--- config.mk ---
export PLATFORM = sky130hd
export DESIGN_NAME = bram_xfer_ctrl
export DESIGN_NICKNAME = d
export VERILOG_FILES = /design/src/rtl/bram_xfer_ctrl.sv
export SDC_FILE = /design/constraint.sdc
export NUM_CORES = 1
export LEC_CHECK = 0
export ABC_CLOCK_PERIOD_IN_PS = 2800
export CAP_MARGIN = 20
export CORE_ASPECT_RATIO = 1.5
export CORE_MARGIN = 1
export CORE_UTILIZATION = 40
export CTS_BUF_LIST = sky130_fd_sc_hd__clkbuf_4 sky130_fd_sc_hd__clkbuf_8 sky130_fd_sc_hd__clkbuf_16
export DETAILED_ROUTE_END_ITERATION = 12
export PLACE_DENSITY = 0.66
export SLEW_MARGIN = 5
export SYNTH_ARGS = -nofsm -noshare
export SYNTH_HDL_FRONTEND = slang
export SYNTH_SLANG_ARGS = --single-unit
--- constraint.sdc ---
create_clock -name clk -period 2.8 [get_ports clk]
set_input_delay 0.28 -clock clk [delete_from_list [all_inputs] [get_ports clk]]
set_output_delay 0.28 -clock clk [all_outputs]
set_load 0.05 [all_outputs]
--- src/rtl/bram_xfer_ctrl.sv ---
// Frame-store BRAM sequencer: captures one downsampled edited frame into
// BRAM, then reads it back and streams it (sync byte first) to the UART
// transmitter over a valid/ready handshake. All outputs are registered.
module bram_xfer_ctrl #(
    parameter int          ADDR_W   = 15,
    parameter int          NUM_PIX  = 19200,
    parameter logic [7:0]  HDR_BYTE = 8'hA5
) (
    input  logic              clk,
    input  logic              rst,
    input  logic [2:0]        fsm_state,
    input  logic              pix_valid,
    input  logic              pix_sof,
    input  logic [7:0]        pix_data,
    output logic              bram_we,
    output logic [ADDR_W-1:0] bram_waddr,
    output logic [7:0]        bram_wdata,
    output logic [ADDR_W-1:0] bram_raddr,
    input  logic [7:0]        bram_rdata,
    output logic [7:0]        tx_data,
    output logic              tx_valid,
    input  logic              tx_ready,
    output logic              save_done,
    output logic              send_done,
    output logic              busy
);

    // Top-level state codes this block reacts to; anything else means "hold".
    localparam logic [2:0] TOP_IDLE = 3'b000;
    localparam logic [2:0] TOP_SAVE = 3'b100;
    localparam logic [2:0] TOP_SEND = 3'b101;

    // Last valid pixel address; both counters stop here instead of wrapping.
    localparam logic [ADDR_W-1:0] LAST_ADDR = ADDR_W'(NUM_PIX - 1);

    typedef enum logic [3:0] {
        S_IDLE,
        S_ARM,
        S_WRITE,
        S_SAVED,
        S_HDR,
        S_RD_ISSUE,
        S_RD_WAIT,
        S_TX,
        S_SENT
    } state_t;

    state_t              state_q, state_d;
    logic [ADDR_W-1:0]   wr_cnt_q, wr_cnt_d;
    logic                bram_we_q, bram_we_d;
    logic [ADDR_W-1:0]   bram_waddr_q, bram_waddr_d;
    logic [7:0]          bram_wdata_q, bram_wdata_d;
    logic [ADDR_W-1:0]   bram_raddr_q, bram_raddr_d;
    logic [7:0]          tx_data_q, tx_data_d;
    logic                tx_valid_q, tx_valid_d;
    logic                save_done_q, save_done_d;
    logic                send_done_q, send_done_d;
    logic                busy_q, busy_d;
    logic                wait_q, wait_d;
    logic                tx_fire;

    assign tx_fire = tx_valid_q & tx_ready;

    // Next-state and registered-output computation for the capture/stream sequencer.
    always_comb begin
        state_d      = state_q;
        wr_cnt_d     = wr_cnt_q;
        bram_we_d    = 1'b0;
        bram_waddr_d = bram_waddr_q;
        bram_wdata_d = bram_wdata_q;
        bram_raddr_d = bram_raddr_q;
        tx_data_d    = tx_data_q;
        tx_valid_d   = tx_valid_q;
        save_done_d  = save_done_q;
        send_done_d  = send_done_q;
        wait_d       = wait_q;

        if (fsm_state == TOP_IDLE) begin
            // Abort wins from every state, even mid-offer on the UART side.
            state_d     = S_IDLE;
            bram_we_d   = 1'b0;
            tx_valid_d  = 1'b0;
            save_done_d = 1'b0;
            send_done_d = 1'b0;
            wait_d      = 1'b0;
        end else begin
            unique case (state_q)
                S_IDLE: begin
                    if (fsm_state == TOP_SAVE) begin
                        state_d     = S_ARM;
                        save_done_d = 1'b0;
                        send_done_d = 1'b0;
                    end
                end

                S_ARM: begin
                    // Wait for a frame boundary so the stored image is never torn.
                    if (pix_valid && pix_sof) begin
                        bram_we_d    = 1'b1;
                        bram_waddr_d = '0;
                        bram_wdata_d = pix_data;
                        wr_cnt_d     = ADDR_W'(1);
                        state_d      = S_WRITE;
                    end
                end

                S_WRITE: begin
                    // A stray sof mid-frame does not restart the capture.
                    if (pix_valid) begin
                        bram_we_d    = 1'b1;
                        bram_waddr_d = wr_cnt_q;
                        bram_wdata_d = pix_data;
                        if (wr_cnt_q == LAST_ADDR) begin
                            state_d = S_SAVED;
                        end else begin
                            wr_cnt_d = wr_cnt_q + 1'b1;
                        end
                    end
                end

                S_SAVED: begin
                    save_done_d = 1'b1;
                    if (fsm_state == TOP_SEND) begin
                        state_d    = S_HDR;
                        tx_valid_d = 1'b1;
                        tx_data_d  = HDR_BYTE;
                    end
                end

                S_HDR: begin
                    if (tx_fire) begin
                        tx_valid_d   = 1'b0;
                        bram_raddr_d = '0;
                        state_d      = S_RD_ISSUE;
                    end
                end

                S_RD_ISSUE: begin
                    // The address register already holds the pixel to fetch.
                    wait_d  = 1'b0;
                    state_d = S_RD_WAIT;
                end

                S_RD_WAIT: begin
                    // Two cycles of BRAM latency elapse before the byte is latched.
                    if (wait_q) begin
                        wait_d     = 1'b0;
                        tx_data_d  = bram_rdata;
                        tx_valid_d = 1'b1;
                        state_d    = S_TX;
                    end else begin
                        wait_d = 1'b1;
                    end
                end

                S_TX: begin
                    // tx_data is only reloaded outside TX, so it is stable while stalled.
                    if (tx_fire) begin
                        tx_valid_d = 1'b0;
                        if (bram_raddr_q == LAST_ADDR) begin
                            send_done_d = 1'b1;
                            state_d     = S_SENT;
                        end else begin
                            bram_raddr_d = bram_raddr_q + 1'b1;
                            state_d      = S_RD_ISSUE;
                        end
                    end
                end

                S_SENT: begin
                    save_done_d = 1'b1;
                    send_done_d = 1'b1;
                end

                default: begin
                    state_d = S_IDLE;
                end
            endcase
        end

        busy_d = !((state_d == S_IDLE) || (state_d == S_SAVED) || (state_d == S_SENT));
    end

    // State and output registers with synchronous reset.
    always_ff @(posedge clk) begin
        if (rst) begin
            state_q      <= S_IDLE;
            wr_cnt_q     <= '0;
            bram_we_q    <= 1'b0;
            bram_waddr_q <= '0;
            bram_wdata_q <= '0;
            bram_raddr_q <= '0;
            tx_data_q    <= '0;
            tx_valid_q   <= 1'b0;
            save_done_q  <= 1'b0;
            send_done_q  <= 1'b0;
            busy_q       <= 1'b0;
            wait_q       <= 1'b0;
        end else begin
            state_q      <= state_d;
            wr_cnt_q     <= wr_cnt_d;
            bram_we_q    <= bram_we_d;
            bram_waddr_q <= bram_waddr_d;
            bram_wdata_q <= bram_wdata_d;
            bram_raddr_q <= bram_raddr_d;
            tx_data_q    <= tx_data_d;
            tx_valid_q   <= tx_valid_d;
            save_done_q  <= save_done_d;
            send_done_q  <= send_done_d;
            busy_q       <= busy_d;
            wait_q       <= wait_d;
        end
    end

    assign bram_we    = bram_we_q;
    assign bram_waddr = bram_waddr_q;
    assign bram_wdata = bram_wdata_q;
    assign bram_raddr = bram_raddr_q;
    assign tx_data    = tx_data_q;
    assign tx_valid   = tx_valid_q;
    assign save_done  = save_done_q;
    assign send_done  = send_done_q;
    assign busy       = busy_q;

endmodule

==> flow_summary.ini, run 1 <==
[run_status]
status = completed

[clock_tree]
clock_path_buffers = 2
h-tree-depth = 3
cts.sinks = 71
numCtsBuffers = 9
clk_latency_ps = 320
cts_tree = yes
cts_root_buf = clkbuf_16
ctsResizeCount = 0
clkTransAtPathRegs_ps = 50
cts-hold-fix-buffers = 0
post_cts_buffers = 0

[sta]
tns_ps = 0
period_share_pct = 82.21
final_max_slew_viol_count = 0
setup_viol = 0
fin_ws_ps = 498.2
clock_skew_ps = 4.136
fmax_mhz = 434.5
hold_violations = 0
fin_crit_ps = 2302
slew_headroom_pct = 53.75
worst_slew_pin_slew_ps = 676.3
grt_setup_unrepaired = false

[route]
drt_wl_total_um = 8871
drc_errors = 0
firstDrtPassIters = 4
drtAntennaViolNets = 0
drt_iter0_drc = 174
vias = 3301
wl_per_cell_um = 14.98
vias_per_cell = 5.576

[die]
start_util_pct = 41.85
die_w_um = 77.20
ioPinCount = 75
coreArea_um2 = 8108
rows = 40
die_area_um2 = 8863
die-height_um = 114.8

[critical_path]
critPathMaxStageDelay_ps = 540
endpoint_kind = flop
critical-path-top-delay-family = simple AND/OR/NAND/NOR gates
start_kind = flop
cp.required_ps = 3060
cp_max_fo = 17
cpMaxStageDelayCell = or4_1
cp_num_buf_inv = 0
crit_arrival_ps = 2560
path_class = reg2reg
path_cells = nor2b_1 -> o2111a_4 -> o21ai_1 -> or4_1 -> a21oi_1

[logic_synthesis]
syn-num-nets = 441
synthArstFlopShare_pct = 0
synth_area_per_cell_um2 = 8.177
ys_seq_elements = 71
yosysTopAreaCell = dfxtp_1
synth_edf_count = 0
ys.warnings.count = 0
synth_area_um2 = 3393
seq_area_frac_synth_pct = 41.89
synth_area_leaders = dfxtp_1 (42%), nand2_1 (8.3%), a21oi_1 (7.5%), or4_1 (3.3%), nand3_1 (3.2%)
yosysUniqueCellTypes = 57
syn_inst = 415
ys.flop_type = dfxtp_1
synth_top_area_share_pct = 41.89

[run]
maxCapViolations = 0

[grt]
grt_pass1_vias = 3142
grt_max_degree = 27
grt_usage_pct = 20.64
grt_pass1_wl_um = 14510
antenna_found_initial = 0
grt_overflow = 0

[finish]
nFillCells = 788
areaGrowthSynthToFinish_pct = 31.78
antenna_cells = 0
drive_gt1_share_pct = 7.187
final_common_cell = nand2_1
final_cell_mix = nand2_1 (75), clkdlybuf4s50_1 (74), dfxtp_1 (71)
final_nets = 509

[power]
powerDensity_nw_per_um2 = 481.5
finalPower_w = 0.002153
p_leak_nw = 1.504
peakVddDrop_mv = 0.3196

[place]
portBuffers = 74
dp_slack_ps = 368.3
hpwlAfterDp_um = 6510
gp_congestion = 0.9046

[min_path]
hold_class = reg2reg
cell type report:
cell class / count / area (um^2) / area share, %
Clock buffer: 11 / 246.5 / 5.512
Sequential cell: 71 / 1421 / 31.79
Tap cell: 105 / 131.4 / 2.938
Inverter: 3 / 11.26 / 0.2518
Multi-Input combinational cell: 314 / 1823 / 40.77
Timing Repair Buffer: 84 / 815.8 / 18.24
Clock inverter: 4 / 22.52 / 0.5036
worst register-to-register path, stage by stage, from the launching register on:
cell and delay, ps:
dfxtp_1 530, nor2b_1 360, o2111a_4 390, o21ai_1 280, or4_1 540, a21oi_1 140
cells in the mapped netlist (2+ instances only):
cell,number
a21o_1,3
a21oi_1,51
a22oi_1,2
a31oi_1,2
a41oi_1,2
and2_1,7
and3_1,8
and3b_1,2
and4_1,2
buf_1,2
buf_2,9
buf_4,2
buf_6,3
clkbuf_1,11
dfxtp_1,71
ha_1,2
inv_1,2
mux2i_1,3
nand2_1,75
nand2b_1,5
nand3_1,22
nand4_1,7
nor2_1,19
nor2_2,2
nor2b_1,5
nor3_1,10
nor4bb_1,2
o2111ai_1,5
o211ai_1,6
o21ai_0,11
o31ai_1,13
or3_1,6
or4_1,15
xor2_1,5
per-stage QoR:
stage,instances,hold slack [ps],area [um^2],util [%]
floorplan,415,416.0,3393,-
global placement,577,443.1,4203,51.84
detailed placement,577,447.0,4203,51.84
CTS,592,454.4,4472,55.15
global route,592,472.0,4472,55.15
finish,592,450.0,4472,55.15
sequential cells by signal, summed over array words and instances, names as in the netlist:
name	cells
bram_we	1
wr_cnt_q	15
state_q	4
send_done	1
save_done	1
tx_valid	1
wait_q	1
bram_raddr	15
bram_waddr	15
bram_wdata	8
tx_data	8
busy	1
worst paths after layout:
path | start | endpoint | slack [ps] | depth (start not counted)
setup / recovery | state_q[1] | wr_cnt_q[12] | 500 | 5
hold / removal | bram_waddr[0] | bram_waddr[0] | 450 | 2
setup reg to reg | state_q[1] | wr_cnt_q[12] | 500 | 5
hold reg to reg | bram_waddr[0] | bram_waddr[0] | 450 | 2
kinds of logic (layout without fill, tap and decap cells):
kind of cell / after synthesis / after routing / synth area share [%]
simple gates: 196 / 196 / 30.16
buf+inv: 30 / 102 / 4.535
mux: 4 / 4 / 1.217
flops: 71 / 71 / 41.89
compound gates: 107 / 107 / 20.17
xor+xnor: 5 / 5 / 1.291
fa+ha+maj: 2 / 2 / 0.7373
per-layer routing:
| layer | global-route usage, % | part of all wire, % |
|---|---|---|
| met2 | 38.35 | 54 |
| met1 | 21.99 | 40 |
| met5 | 0 | 0 |
| met4 | 9.686 | 2.2 |
| met3 | 4.524 | 4.1 |
power by group:
part	internal, W	total [W]	leakage (nW)	switching, W
Sequential	0.00101	0.00102	0.572	0.00000446
Combinational	0.0000518	0.000114	0.797	0.0000627
Clock	0.000623	0.00102	0.135	0.000397
(Power assumes the default switching activity.)
==> run 2, diff against run 1 <==
Settings changed: ABC_CLOCK_PERIOD_IN_PS 2800 to 2000, PLACE_DENSITY 0.66 to 0.68.
Clock period 2.8 ns to 2 ns, I/O delays scaled along.
==> run 2 against run 1 <==
Die area is the same. Clock power grew 80%. Combinational power grew 66%. Hold slack lost 39 ps. Via count grew 5.8%. Fmax grew 20%. Total power grew 60%.
==> flow_summary.ini, run 2 (synthesis gave the netlist of run 1 again) <==
[finish]
final_nets = 556
final_cell_mix = nand2_1 (75), clkdlybuf4s50_1 (74), dfxtp_1 (56)
drive_gt1_share_pct = 19.07
seqCellArea_um2 = 1445
antenna_cells = 0
multi_input_area_um2 = 1867
areaGrowthSynthToFinish_pct = 46.46
nFillCells = 774
fin_cells = 640
fin_area_um2 = 4970
final_common_cell = nand2_1

[sta]
fin_hold_ws_ps = 411.4
final_max_slew_viol_count = 0
fmax_mhz = 521.4
hold_violations = 0
fin_crit_ps = 1918
slew_headroom_pct = 65.08
grt_setup_unrepaired = false
clock_skew_ps = 4.872
setup_viol = 0
worst_slew_pin_slew_ps = 510.6
period_share_pct = 95.89

[critical_path]
endpoint_kind = flop
critPathLaunch = bram_raddr[0]
cp.required_ps = 2270
cp_max_fo = 12
crit_arrival_ps = 2190
path_class = reg2reg
reg2reg_from = bram_raddr[0]
start_kind = flop

[clock_tree]
cts_root_buf = clkbuf_16
numCtsBuffers = 9
cts-hold-fix-buffers = 0
clk_latency_ps = 330
clock_path_buffers = 2
clkTransAtPathRegs_ps = 60
cts_tree = yes
cts.sinks = 71
h-tree-depth = 3

[route]
drtAntennaViolNets = 0
firstDrtPassIters = 4
drt_iter0_drc = 157
drt_wl_total_um = 9742
wl_per_cell_um = 15.22
vias_per_cell = 5.456
vias = 3492
drc_errors = 0

[power]
p_comb_share_pct = 5.5
p_leak_nw = 1.784
p_switching_w = 0.0007103
peakVddDrop_mv = 0.6093
powerDensity_nw_per_um2 = 694.0
power.share.sequential_pct = 41.2
switching_share_pct = 20.60
p_int_w = 0.002739
clockPowerShare_pct = 53.3

[grt]
grt_pass1_vias = 3337
grt_util_met2_pct = 42.54
grt.busiest_layer = met2
grt_max_degree = 25
grt_pass1_wl_um = 15670
antenna_found_initial = 0
grt_overflow = 0
met3_usage_pct = 5.000
grt_usage_pct = 22.45
grtUsageMet1_pct = 23.09

[place]
gp_congestion = 0.9144
portBuffers = 74
hpwlAfterDp_um = 7206
place_inst = 623
placed_cell_area_um2 = 4593

[die]
die_area_um2 = 8863
coreArea_um2 = 8108
rows = 40
ioPinCount = 75
die_w_um = 77.20
start_util_pct = 41.85
die-height_um = 114.8

[min_path]
hold_class = in2reg
hold_start = pix_data[5]

[run_status]
status = completed

[run]
maxCapViolations = 0
## run 2: changes by cell type in the layout (fill, tap and decap cells not counted), sizes merged
cell / change
buf: +46
bufinv: +3
clkbuf: -1
clkinvlp: -1
o21a: +1
## run 2: path summary, 6_finish.rpt
path	endpoint	slack, ps	cells past startpoint
hold / removal	bram_wdata[5]	410	3
hold reg to reg	bram_waddr[11]	450	2
setup reg to reg	bram_raddr[11]	80	6
setup / recovery	bram_raddr[11]	80	6
## run 2: final cells by class
type                    instances  area share, %
well taps                     105          2.644
flip-flops and latches         71          29.08
multi-input cells             315          37.56
clock buffers                  10          4.683
repair buffers                130          23.62
inverters                       3         0.2266
clock inverters                 6          2.190
## run 2: metrics by stage
| stage | worst slack [ps] | total power (W) | setup TNS, ps | util [%] |
|---|---|---|---|---|
| 6_report | 82.12 | 0.003449 | 0 | 61.30 |
| 5_1_grt | 13.29 | 0.003557 | 0 | 61.30 |
| 4_1_cts | 46.68 | 0.003474 | 0 | 60.94 |
| 3_5_place_dp | -181.1 | 0.001640 | -1355 | 56.65 |
| 3_3_place_gp | -147.3 | 0.001638 | -724.3 | 56.65 |
| 2_1_floorplan | 37.07 | 0.001533 | 0 | - |
## run 2: timing repair
item / CTS / global route
buffers inserted: 0 / 0
pin swaps: 0 / 0
setup endpoints to repair: 9 / 11
resized for setup: 2 / 6
hold endpoints to repair: 0 / 0
cloned: 0 / 1
## run 2: metal layers
metal	share of wire, %	routed length [um]
met2	54	5236
met5	0	0
met1	40	3868
met3	3.6	347
met4	3.0	290
## run 2: power groups by stage
stage          Combinational [W]  Sequential (W)  Clock (W)
2_1_floorplan          0.0000699         0.00146          0
3_3_place_gp            0.000185         0.00145          0
3_5_place_dp            0.000187         0.00145          0
4_1_cts                 0.000187         0.00142    0.00187
5_1_grt                 0.000202         0.00142    0.00193
6_report                0.000189         0.00142    0.00184
## run 2: worst max-delay path: stages, from the launching register on
cell     delay, ps
dfxtp_4        370
ha_4           170
and4_1         220
and4_4         190
o21a_4         250
or4_1          500
a21oi_1        150
==> run 3, diff against run 2 <==
Settings changed: GPL_TIMING_DRIVEN from default to 0.
==> run 3 against run 2 <==
Hold slack lost 23 ps. Non-clock buffer count is 17 lower. Clock power down 15%. Largest power group unchanged. Highest routed layer unchanged.
==> flow_summary.ini, run 3 (synthesis gave the netlist of run 1 again) <==
[run_status]
status = completed

[sta]
final_max_slew_viol_count = 0
fin_hold_ws_ps = 388.6
period_share_pct = 97.54
worst_slew_pin_slew_ps = 605.7
setup_viol = 0
slew_headroom_pct = 59.52
fmax_mhz = 512.6
fin_crit_ps = 1951
fin_ws_ps = 49.19
hold_violations = 0
clock_skew_ps = 6.199

[critical_path]
critPathMaxStageDelay_ps = 350
path_cells = ha_4 -> and4_4 -> and4_4 -> o21a_4 -> buf_8 -> buf_4 -> o31ai_1 -> a21oi_1
r2r_cells = 8
r2r_slack_ps = 50
endpoint_kind = flop
cpMaxStageDelayCell = dfxtp_4
critical-path-top-delay-family = compound AO/OA/AOI/OAI gates
critPathLaunch = bram_raddr[1]
endpoint = bram_raddr[7]
reg2reg_from = bram_raddr[1]
cp_num_buf_inv = 2
cp_max_fo = 10
crit_arrival_ps = 2160
path_common_cell = and4_4
cp.required_ps = 2210
start_kind = flop
path_class = reg2reg
r2r-end = bram_raddr[7]
cp_num_cells = 8

[finish]
drive_gt1_share_pct = 17.99
areaGrowthSynthToFinish_pct = 43.29
final_cell_mix = nand2_1 (75), clkdlybuf4s50_1 (70), dfxtp_1 (57)
final_nets = 538
final_common_cell = nand2_1
nFillCells = 762
antenna_cells = 0

[clock_tree]
cts.sinks = 71
clock_path_buffers = 2
clkTransAtPathRegs_ps = 60
cts_tree = yes
h-tree-depth = 3
cts_root_buf = clkbuf_16
numCtsBuffers = 9
clk_latency_ps = 340

[power]
p_leak_nw = 1.679
powerDensity_nw_per_um2 = 648.5
p_switching_w = 0.0007182
clockPowerShare_pct = 49.4
switching_share_pct = 22.78
power.share.sequential_pct = 45.0
peakVddDrop_mv = 0.4946
p_int_w = 0.002435
p_comb_share_pct = 5.5

[grt]
antenna_found_initial = 0
grt_pass1_vias = 3164
grt_max_degree = 13
grt_usage_pct = 21.89
grt_overflow = 0
grt_pass1_wl_um = 15340

[route]
vias = 3493
drc_errors = 0
firstDrtPassIters = 4
drt_iter0_drc = 149
vias_per_cell = 5.616
drtAntennaViolNets = 0
wl_per_cell_um = 15.62
drt_wl_total_um = 9714

[place]
portBuffers = 73
hpwlAfterDp_um = 7034
dp_slack_ps = -544.9
gp_congestion = 0.9544

[die]
coreArea_um2 = 8108
ioPinCount = 75
die-height_um = 114.8
rows = 40
die_w_um = 77.20
die_area_um2 = 8863
start_util_pct = 41.85

[run]
maxCapViolations = 0

[min_path]
hold_class = in2reg
-- run 3: through the flow --
step / setup TNS [ps] / std cells / instance area [um^2] / util (%) / power, W
2_1_floorplan: 0 / 415 / 3426 / - / 0.001533
3_3_place_gp: -17730 / 593 / 4288 / 52.89 / 0.001616
3_5_place_dp: -18460 / 593 / 4288 / 52.89 / 0.001617
4_1_cts: 0 / 610 / 4627 / 57.07 / 0.003172
5_1_grt: -40.77 / 622 / 4862 / 59.97 / 0.003264
6_report: 0 / 622 / 4862 / 59.97 / 0.003153
-- run 3: power groups by stage --
stage	clock network, W	logic [W]	registers (W)
detailed placement	0	0.000166	0.00145
global placement	0	0.000165	0.00145
CTS	0.00158	0.000167	0.00142
floorplan	0	0.0000699	0.00146
global route	0.00166	0.000188	0.00142
finish	0.00156	0.000175	0.00142
-- run 3: per-layer routing --
metal	vias up	GRT usage [%]	wire length, um
met5	-	0	0
met4	0	10.69	285
met3	26	4.286	397
met2	115	41.83	5321
met1	1638	22.50	3709
li1	1714	-	-
-- run 3: worst min-delay path by stage --
stage	startpoint	endpoint	slack (ps)	cells after the start
after floorplan	pix_data[0]	bram_wdata[0]	340	2
after global placement	bram_wdata[3]	bram_wdata[3]	440	2
after detailed placement	bram_waddr[9]	bram_waddr[9]	450	2
after CTS	fsm_state[2]	send_done	380	3
after global routing	pix_data[1]	bram_wdata[1]	410	3
final	fsm_state[2]	send_done	390	3
-- run 3: layout make-up --
class | count | area (um^2) | area share [%]
tap | 105 | 131.4 | 2.702
multi-input combinational | 314 | 1946 | 40.02
buffer | 24 | 167.7 | 3.448
timing repair buffer | 89 | 865.8 | 17.81
sequential | 71 | 1446 | 29.75
clock inverter | 4 | 27.53 | 0.5661
clock buffer | 12 | 266.5 | 5.481
inverter | 3 | 11.26 | 0.2316
-- run 3: what timing repair did --
| action | in CTS | in global routing |
|---|---|---|
| endpoints found under the setup margin | 52 | 49 |
| hold buffers | 0 | 0 |
| setup buffers | 2 | 12 |
| gates cloned | 0 | 2 |
| gates resized for setup | 16 | 40 |
| pin swaps | 1 | 9 |
-- run 3: worst reg2reg max path, stage by stage, from the launching register on --
cell and delay [ps]:
dfxtp_4 350, ha_4 170, and4_4 200, and4_4 190
o21a_4 250, buf_8 140, buf_4 180, o31ai_1 240
a21oi_1 90
